--- config.mk ---
export PLATFORM = sky130hd
export DESIGN_NAME = da2_arbiter
export DESIGN_NICKNAME = d
export VERILOG_FILES = /design/src/rtl/da2_arbiter.sv
export SDC_FILE = /design/constraint.sdc
export NUM_CORES = 1
export LEC_CHECK = 0
export CORE_MARGIN = 5
export CORE_UTILIZATION = 43
export DETAILED_ROUTE_END_ITERATION = 16
export PLACE_DENSITY = 0.87
export SLEW_MARGIN = 20
export SYNTH_ARGS = -nofsm -noshare
export SYNTH_HDL_FRONTEND = slang
export SYNTH_SLANG_ARGS = --single-unit
--- constraint.sdc ---
create_clock -name clk -period 5.1 [get_ports clk]
set_input_delay 1.02 -clock clk [delete_from_list [all_inputs] [get_ports clk]]
set_output_delay 1.02 -clock clk [all_outputs]
set_load 0.005 [all_outputs]
--- src/rtl/da2_arbiter.sv ---
// Round-robin arbiter that lets four requesters share the dual DA2 channel shadows.
// Define DA2_ARB_TIMEOUT_EN to add the START/BUSY watchdog and the err port.
//
// state | meaning
// IDLE  | waiting for any req, round-robin winner captured on exit
// LOAD  | winner's chmode/value copied into the selected channel shadow
// START | update raised, waiting for the serializer SYNC pulse
// BUSY  | frame shifting, waiting for SCLK_en to fall after it was seen high
// DONE  | one-cycle ack to the winner, pointer advanced
module da2_arbiter #(
  parameter int          TIMEOUT    = 1023,
  parameter logic [11:0] INIT_VALUE = 12'd0
) (
  input  logic        clk,
  input  logic        rst,
  input  logic [3:0]  req,
  input  logic [3:0]  req_ch,
  input  logic [7:0]  req_chmode,
  input  logic [47:0] req_value,
  output logic [3:0]  ack,
  output logic        busy,
  output logic        update,
  output logic [1:0]  chmode0,
  output logic [1:0]  chmode1,
  output logic [11:0] value0,
  output logic [11:0] value1,
  input  logic        SYNC,
  input  logic        SCLK_en
`ifdef DA2_ARB_TIMEOUT_EN
  ,
  output logic        err
`endif
);

  typedef enum logic [2:0] {IDLE, LOAD, START, BUSY, DONE} state_t;

  state_t      state, state_nxt;
  logic [1:0]  ptr;
  logic [1:0]  winner;
  logic [1:0]  grant_idx;
  logic [1:0]  cand;
  logic        found;
  logic        sclk_seen;
  logic        timeout_hit;

  if (TIMEOUT < 1) begin : g_timeout_range
    $error("da2_arbiter: TIMEOUT must be at least 1");
  end

  // Search starts one past the last winner so every requester gets a turn.
  always_comb begin
    grant_idx = ptr;
    cand      = ptr;
    found     = 1'b0;
    for (int i = 1; i <= 4; i++) begin
      cand = ptr + 2'(i);
      if (!found && req[cand]) begin
        grant_idx = cand;
        found     = 1'b1;
      end
    end
  end

`ifdef DA2_ARB_TIMEOUT_EN
  localparam int WD_W = ($clog2(TIMEOUT + 1) > 10) ? $clog2(TIMEOUT + 1) : 10;

  logic [WD_W-1:0] wdog;
  logic            timed_out;

  always_ff @(posedge clk or negedge rst) begin
    if (!rst) begin
      wdog      <= '0;
      timed_out <= 1'b0;
    end else begin
      if (state == LOAD)
        wdog <= '0;
      else if (state == START || state == BUSY)
        wdog <= wdog + 1'b1;
      timed_out <= timeout_hit;
    end
  end

  assign timeout_hit = (state == START || state == BUSY) && (wdog == WD_W'(TIMEOUT));
  assign err         = (state == DONE) && timed_out;
`else
  assign timeout_hit = 1'b0;
`endif

  always_ff @(posedge clk or negedge rst) begin
    if (!rst) state <= IDLE;
    else      state <= state_nxt;
  end

  always_comb begin
    state_nxt = state;
    ack       = 4'b0000;
    busy      = (state != IDLE);
    update    = 1'b0;
    case (state)
      IDLE:  if (|req) state_nxt = LOAD;
      LOAD:  state_nxt = START;
      START: begin
        update = 1'b1;
        if (SYNC) state_nxt = BUSY;
      end
      BUSY:  if (sclk_seen && !SCLK_en) state_nxt = DONE;
      DONE: begin
        ack[winner] = 1'b1;
        state_nxt   = IDLE;
      end
      default: state_nxt = IDLE;
    endcase
    if (timeout_hit) state_nxt = DONE;
  end

  always_ff @(posedge clk or negedge rst) begin
    if (!rst) begin
      ptr       <= 2'd3;
      winner    <= 2'd0;
      sclk_seen <= 1'b0;
      chmode0   <= 2'b00;
      chmode1   <= 2'b00;
      value0    <= INIT_VALUE;
      value1    <= INIT_VALUE;
    end else begin
      if (state == IDLE && |req) winner <= grant_idx;
      if (state == DONE) ptr <= winner;
      sclk_seen <= (state == BUSY) && (sclk_seen || SCLK_en);
      // Shadows move only here so both channels stay frozen for the frame.
      if (state == LOAD) begin
        if (req_ch[winner]) begin
          chmode1 <= req_chmode[{winner, 1'b0} +: 2];
          value1  <= req_value[int'(winner) * 12 +: 12];
        end else begin
          chmode0 <= req_chmode[{winner, 1'b0} +: 2];
          value0  <= req_value[int'(winner) * 12 +: 12];
        end
      end
    end
  end

endmodule

* Word level (Yosys, flattened, before mapping)
Cells that the tools add are included.
Widths: inputs -> output; s select.
** Operators by class
- Magnitude comparators :: 6
- Bitwise gates (word level) :: 1
- Shifts and indexed selects :: 2
- Reduce and logical (&&, ||, !) cells :: 18
- Multiply operators :: 1
- Equal/unequal tests :: 7
- Add/sub/neg operators :: 3
- Mux-type cells :: 25
** Operators with widths (count)
- $shiftx 48x7->12 :: 1
- $lt 2x3->1 const B :: 5
- $pmux 3 s4 :: 1
- $bmux 1 s2 :: 5
- $mux 1 :: 10
- $mux 3 :: 3
- $mux 2 :: 4
- $shiftx 8x4->2 :: 1
- $logic_and 1x1->1 :: 7
- $eq 3x2->1 const B :: 2
- $ne 2x2->1 const B :: 3
- $add 2x2->2 const B :: 2
- $logic_not 1->1 :: 4
- $mul 2x2->4 const B :: 1
- $mux 4 :: 1
- $reduce_and 2->1 :: 2
- $reduce_or 4->1 :: 1
- $eq 3x1->1 const B :: 1
- $eq 3x3->1 const B :: 1
- $logic_not 3->1 :: 1
- $reduce_and 3->1 :: 1
- $reduce_bool 3->1 :: 1
- $add 2x1->2 const B :: 1
- $demux 1 s2 :: 1
- 3 further kinds :: 3
** Word-level totals
- Input port bits :: 68
- Output and inout port bits :: 34
- Register bits :: 36
- Logic and storage cells :: 71

* Depth between registers and ports, before layout
Gate-level depths: netlist (run 1).
- Depth after elaboration :: 13
- Depth in mapped cells :: 6
- Depth with buffers taken out :: 4

* Worst setup path before layout (run 1)
Ideal clock, no wire load.
- Path type :: input to register
- From :: input port req_ch[3]
- To :: register chmode0[0]
- Arrival time :: 2.239 ns
- Buffers on the path :: 2
- Stages on the path :: 5
- Slack :: 2.736 ns
- Setup time :: 0.125 ns
- Required time :: 4.975 ns
- Path through :: mux4_2 -> and3b_1 -> buf_6 -> buf_12 -> mux2_4
** On the way
- Cells in the longest elaborated chain, start to end :: 4
** Ends and longest elaborated chain
- from (decl) :: RTL line 17 : input logic [3:0] req_ch,
- $bmux 1 s2 :: RTL line 131 : if (req_ch[winner]) begin
- $mux 1 (not written as such) :: RTL line 131
- $not 1->1 (no line)
- $reduce_and 2->1 (no line)
- to (signal assigned) :: RTL line 135 : chmode0 <= req_chmode[{winner, 1'b0} +: 2];
- to (decl) :: RTL line 23 : output logic [1:0] chmode0,
Every way passes these cells. The select of a mux whose other input is x is not followed.
A chain may end at the register's enable or synchronous reset.

* Worst setup path after layout (run 1)
- From :: register winner[0]
- To :: output port ack[3]
** On the way
- Cells in the longest elaborated chain, start to end :: 5
- Elaborated cells on any way between the ends :: 6
- Classes of those cells :: 2 x order compare; 3 x mux; 1 x reduce/logical
** Ends and longest elaborated chain
- from (decl) :: RTL line 39 : logic [1:0] winner;
- from (signal assigned) :: RTL line 126 : if (state == IDLE && |req) winner <= grant_idx;
- $lt 2x3->1 (not written as such) or $ge 2x1->1 (tied branches) :: RTL line 108 : ack[winner] = 1'b1;
- $logic_and 1x1->1 (not written as such) :: RTL line 108
- $mux 1 (not written as such) :: RTL line 108
- $demux 1 s2 (*) :: RTL line 108
- $mux 4 (*) :: RTL line 99 : case (state)
- to (decl) :: RTL line 20 : output logic [3:0] ack,
Mark *: on every way between the ends. The rest lies on a longest branch, timed or not.

==> flow_metrics.tcl, run 1 <==
set metrics [dict create \
    crit_chain "nand3_1 > nor2_1 > clkdlybuf4s50_1" \
    cts_buffers 5 \
    fin_crit_ps 3227 \
    regToRegSetupSlack_ps 2150 \
    seqCellArea_um2 903.4 \
    synth_edf_count 0 \
    cap_violations 0 \
    syn-mean-instance-area_um2 14.16 \
    gp_congestion 0.7502 \
    worst_ir_drop_vdd_v 0.0002144 \
    muxShareOfSynthArea_pct 37.16 \
    drv_slew 0 \
    cts_tree "done" \
    synthAdderAreaFrac_pct 0 \
    die_h_um 78.15 \
    place.port_buffers 101 \
    synthFlopType "dfrtp_1" \
    nNetsFinal 307 \
    grt_pass1_vias 1742 \
    ys_types 33 \
    drive_above_1_share_pct 18.83 \
    place_ws_ps 1830 \
    avgViaCountPerCell 5.316 \
    grtUsageMet1_pct 20.80 \
    num_vias 1547 \
    fin_skew_ps 4.053 \
    syn_inst 141 \
    htreeDepth 2 \
    worst_ep_arrival_time_ps 2210 \
    drtAntennaViolNets 0 \
    grt_usage_pct 17.72 \
    cts_setup_buffers 0 \
    critPathBufInv 1 \
    regToRegStartpoint "winner[0]" \
    cts_hold_buf 0 \
    reg2reg_to "value0[4]" \
    final_cell_mix "100 x clkdlybuf4s50_1, 34 x dfrtp_1, 19 x mux2_2" \
    slew_headroom_pct 34.01 \
    synthXorXnorAreaFrac_pct 0 \
    drtIter0Drc 53 \
    fillers 336 \
    row_count 24 \
    crit_end "ack[3]" \
    rr_worst_depth 3 \
    fin_ws_ps 1873 \
    status "finished clean" \
    drt_pass1_iterations 4 \
    fin_util_pct 69.09 \
    critPathTopFamily "flip-flops" \
    startpoint "winner[0]" \
    crit_required_ps 4080 \
    gr-total-overflow 0 \
    cp_max_fo 19 \
    core_um2 4444 \
    cpPeakStageDelay_ps 1000 \
    area_growth_pct 53.76 \
    synth_area_um2 1997 \
    antenna_found_initial 0 \
    synth-warning-count 0 \
    cts_root_buf "clkbuf_8" \
    synth_simple_gate_area_share_pct 9.085 \
    synth-seq-cells 36 \
    rsz0062_at_grt "false" \
    cp-end-kind "output pin" \
    hold_viol 0 \
    cp.depth 3 \
    powerDensity_nw_per_um2 483.2 \
    cts.clk_slew.worst_paths_ps 60 \
    startpoint_type "register" \
    cts-resized-gates 0 \
    remaining_drc_errors 0 \
    grt_max_degree 37 \
    synth_top_family_by_area "multiplexers" \
    p_leak_uw 0.001252 \
    synth-seq-area-share_pct 45.24 \
    use_met2_pct 32.11 \
    synth_compound_area_share_pct 4.010 \
    final_common_cell "clkdlybuf4s50_1" \
    max_freq_ghz 0.3098 \
    multi_input_area_um2 1003 \
    synth_fp_nets 209 \
    clock_path_buffers 2 \
    grt_busiest_layer "met2" \
    cp_slowest_cell "dfrtp_1" \
    setup_viol 0 \
    clock_latency_ps 280 \
    place_hpwl_um 4066 \
    critical_path_class "register to output pin" \
    die_w_um 78.15 \
    worst_pin_slew_ps 989.8 \
    fin_setup_tns_ps 0 \
    start_util_pct 44.93 \
    wire_per_inst_um 17.93 \
    ios 102 \
    cts_sinks 36 \
    dieArea_um2 6107 \
    min-delay-path-class "register to register" \
    async_reset_ff_share_pct 100.0 \
    gr-usage-met3_pct 5.378 \
    postRouteWirelength_um 5219 \
    diodes 0 \
    grt_pass1_wl_um 8500 \
    fin_crit_sh_pct 63.28 \
]
-- logic make-up (layout without fill, tap and decap cells) --
logic type | count (synthesis) | in the layout
multiplexers | 45 | 45
flip-flops | 36 | 36
AND/OR/NAND/NOR | 35 | 35
buffers and inverters | 14 | 112
AO/OA/AOI/OAI | 11 | 11
-- Yosys cell counts, types with 3 or more instances --
cell	instances	area share, %
o21ai_0	3	0.75
nor2_1	10	1.9
nand2_1	6	1.1
clkbuf_1	3	0.56
dfrtp_1	34	43
mux2_2	19	11
nand3_1	3	0.75
nand2b_1	4	1.3
nor3_1	3	0.75
inv_1	4	0.75
nand3b_1	4	1.5
mux4_1	8	11
mux4_2	7	7.9
mux2_4	10	7.5
-- flip-flops by register name, indices dropped and copies added (netlist names) --
| signal | flops |
|---|---|
| value1 | 12 |
| sclk_seen | 1 |
| value0 | 12 |
| state | 3 |
| ptr | 2 |
| chmode0 | 2 |
| chmode1 | 2 |
| winner | 2 |
-- power breakdown --
part / internal, uW / total, uW / switching, uW
clock network: 92.8 / 189 / 96.1
registers: 429 / 584 / 155
logic: 509 / 711 / 201
total: 1030 / 1480 / 452
-- metrics by stage --
step           hold WS [ps]  cells  total power [uW]  area [um2]
6_report              504.9    291              1484        3070
5_1_grt               527.9    291              1579        3070
4_1_cts               506.7    291              1508        3070
3_5_place_dp          492.1    284              1318        2993
3_3_place_gp          482.2    284              1281        2993
2_1_floorplan         464.6    141             945.4        1997
-- final cells by class --
cell class / instances / share of cell area (%)
clock buffer: 6 / 2.363
clock inverter: 1 / 0.1630
inverter: 4 / 0.4890
multi-input combinational: 91 / 32.68
sequential: 36 / 29.42
tap: 52 / 2.119
timing repair buffer: 101 / 32.76
-- how the worst min path moves through the flow --
stage / start / to / slack, ps / cells after the start
2_1_floorplan: sclk_seen / sclk_seen / 460 / 2
3_3_place_gp: sclk_seen / sclk_seen / 480 / 2
3_5_place_dp: value1[0] / value1[0] / 490 / 1
4_1_cts: value1[0] / value1[0] / 510 / 1
5_1_grt: value1[0] / value1[0] / 530 / 1
6_report: value1[0] / value1[0] / 500 / 1
-- metal layers --
metal,routed length [um],up-vias
met1,2070,751
li1,-,731
met5,0,-
met2,2754,63
met4,24,0
met3,369,2
(Power assumes the default switching activity.)
==> run 2, diff against run 1 <==
--- a/config.mk
+++ b/config.mk
@@ -6,9 +6,9 @@
 export NUM_CORES = 1
 export LEC_CHECK = 0
 export CORE_MARGIN = 5
-export CORE_UTILIZATION = 43
+export CORE_UTILIZATION = 36
 export DETAILED_ROUTE_END_ITERATION = 16
-export PLACE_DENSITY = 0.87
+export PLACE_DENSITY = 0.78
 export SLEW_MARGIN = 20
 export SYNTH_ARGS = -nofsm -noshare
 export SYNTH_HDL_FRONTEND = slang
==> constraint.sdc (replaced) <==
create_clock -name clk -period 2.7 [get_ports clk]
set_input_delay 0.54 -clock clk [delete_from_list [all_inputs] [get_ports clk]]
set_output_delay 0.54 -clock clk [all_outputs]
set_load 0.005 [all_outputs]
==> flow_metrics.tcl, run 2 (same netlist as run 1, synthesis figures left out) <==
set metrics [dict create \
    drtIter0Drc 51 \
    num_vias 1562 \
    final_cell_mix "100 x clkdlybuf4s50_1, 34 x dfrtp_1, 19 x mux2_2" \
    drtAntennaViolNets 0 \
    final_cell_area_um2 3177 \
    setup_viol 0 \
    hold_viol 0 \
    die_w_um 84.48 \
    powerDensity_nw_per_um2 922.2 \
    worst_ep_arrival_time_ps 1800 \
    ios 102 \
    drt_pass1_iterations 4 \
    place_hpwl_um 4361 \
    crit_chain "nor2_1 > nand2_1 > nor3_1 > clkdlybuf4s50_1" \
    cts.clk_slew.worst_paths_ps 70 \
    fin_crit_ps 2343 \
    drv_slew 0 \
    postRouteWirelength_um 5432 \
    grt_pass1_vias 1734 \
    cap_violations 0 \
    htreeDepth 2 \
    core_um2 5439 \
    crit_required_ps 2160 \
    cp_max_fo 9 \
    max_freq_ghz 0.4268 \
    nNetsFinal 312 \
    min-delay-path-class "input pin to async pin" \
    cts_hold_buf 0 \
    grt_pass1_wl_um 8638 \
    critPathBufInv 1 \
    grt_max_degree 37 \
    cp-end-kind "output pin" \
    die_h_um 84.48 \
    status "finished clean" \
    cts_root_buf "clkbuf_8" \
    gp_congestion 0.8147 \
    total_power_uw 2930 \
    avgViaCountPerCell 4.943 \
    diodes 0 \
    wire_per_inst_um 17.19 \
    fin_setup_tns_ps 0 \
    slew_headroom_pct 47.19 \
    antenna_found_initial 0 \
    fin_crit_sh_pct 86.78 \
    reg_top3 "value0 x12, value1 x12, state x3" \
    rsz0062_at_grt "false" \
    clock_path_buffers 2 \
    critical_path_class "register to output pin" \
    p_leak_uw 0.001294 \
    cts_tree "done" \
    fin_skew_ps 2.287 \
    place.port_buffers 101 \
    cp_slowest_cell "clkdlybuf4s50_1" \
    start_util_pct 36.71 \
    worst_ir_drop_vdd_v 0.0003652 \
    placed_area_um2 3080 \
    area_growth_pct 59.09 \
    startpoint_type "register" \
    cts_setup_buffers 0 \
    remaining_drc_errors 0 \
    clock_latency_ps 280 \
    cts_sinks 36 \
    cts-resized-gates 0 \
    drive_above_1_share_pct 20.90 \
    worst_pin_slew_ps 792.2 \
    gr-total-overflow 0 \
    grt_usage_pct 15.45 \
    dieArea_um2 7137 \
    cpPeakStageDelay_ps 530 \
    cts_buffers 5 \
    final_common_cell "clkdlybuf4s50_1" \
    critPathTopFamily "buffers and inverters" \
    row_count 27 \
]
[run 2: changes by cell type in the layout (fill, tap and decap cells not counted), sizes merged]
cell    previous run  this run
clkbuf             6         7
buf                1         6
clkinv             1         0
[run 2: final cells by class]
type / count / area (um2)
Timing Repair Buffer: 106 / 1069
Multi-Input combinational cell: 91 / 1003
Inverter: 4 / 15.01
Sequential cell: 36 / 903.4
Clock buffer: 7 / 96.34
Fill cell: 437 / 2262
Tap cell: 72 / 90.09
[run 2: power breakdown]
part | switching [uW] | total [uW] | internal, uW
clock | 180 | 407 | 227
sequential | 219 | 1030 | 813
combinational | 487 | 1490 | 1000
[run 2: path summary, 6_finish.rpt]
kind	start	to	slack (ps)	cells past startpoint
setup / recovery	state[0]	ack[2]	360	4
hold / removal	rst	value1[3]	340	1
setup reg to reg	winner[1]	value1[11]	730	4
hold reg to reg	chmode1[1]	chmode1[1]	510	1
max in group asynchronous	rst	value1[9]	1860	1
min in group clk	chmode1[1]	chmode1[1]	510	1
[run 2: per-layer routing]
metal | GRT usage (%) | wire (um)
met3 | 3.042 | 305
met2 | 28.26 | 2806
met1 | 17.69 | 2247
met4 | 5.755 | 73
met5 | 0 | 0
[run 2: worst reg2reg max path, delay by kind of cell (launching register included)]
kind,cells,cell delay (ps)
DFF,1,650
buffers and inverters,1,180
and+or+nand+nor,1,280
muxes,2,740
[run 2: through the flow]
step           hold WS [ps]  worst slack [ps]  utilization [%]  instances
2_1_floorplan         244.4             816.3                -        141
3_3_place_gp          479.4             387.2            56.64        309
3_5_place_dp          492.0             339.0            56.64        309
4_1_cts               362.8             326.0            58.41        316
5_1_grt               413.4             245.4            58.41        316
6_report              340.3             357.0            58.41        316
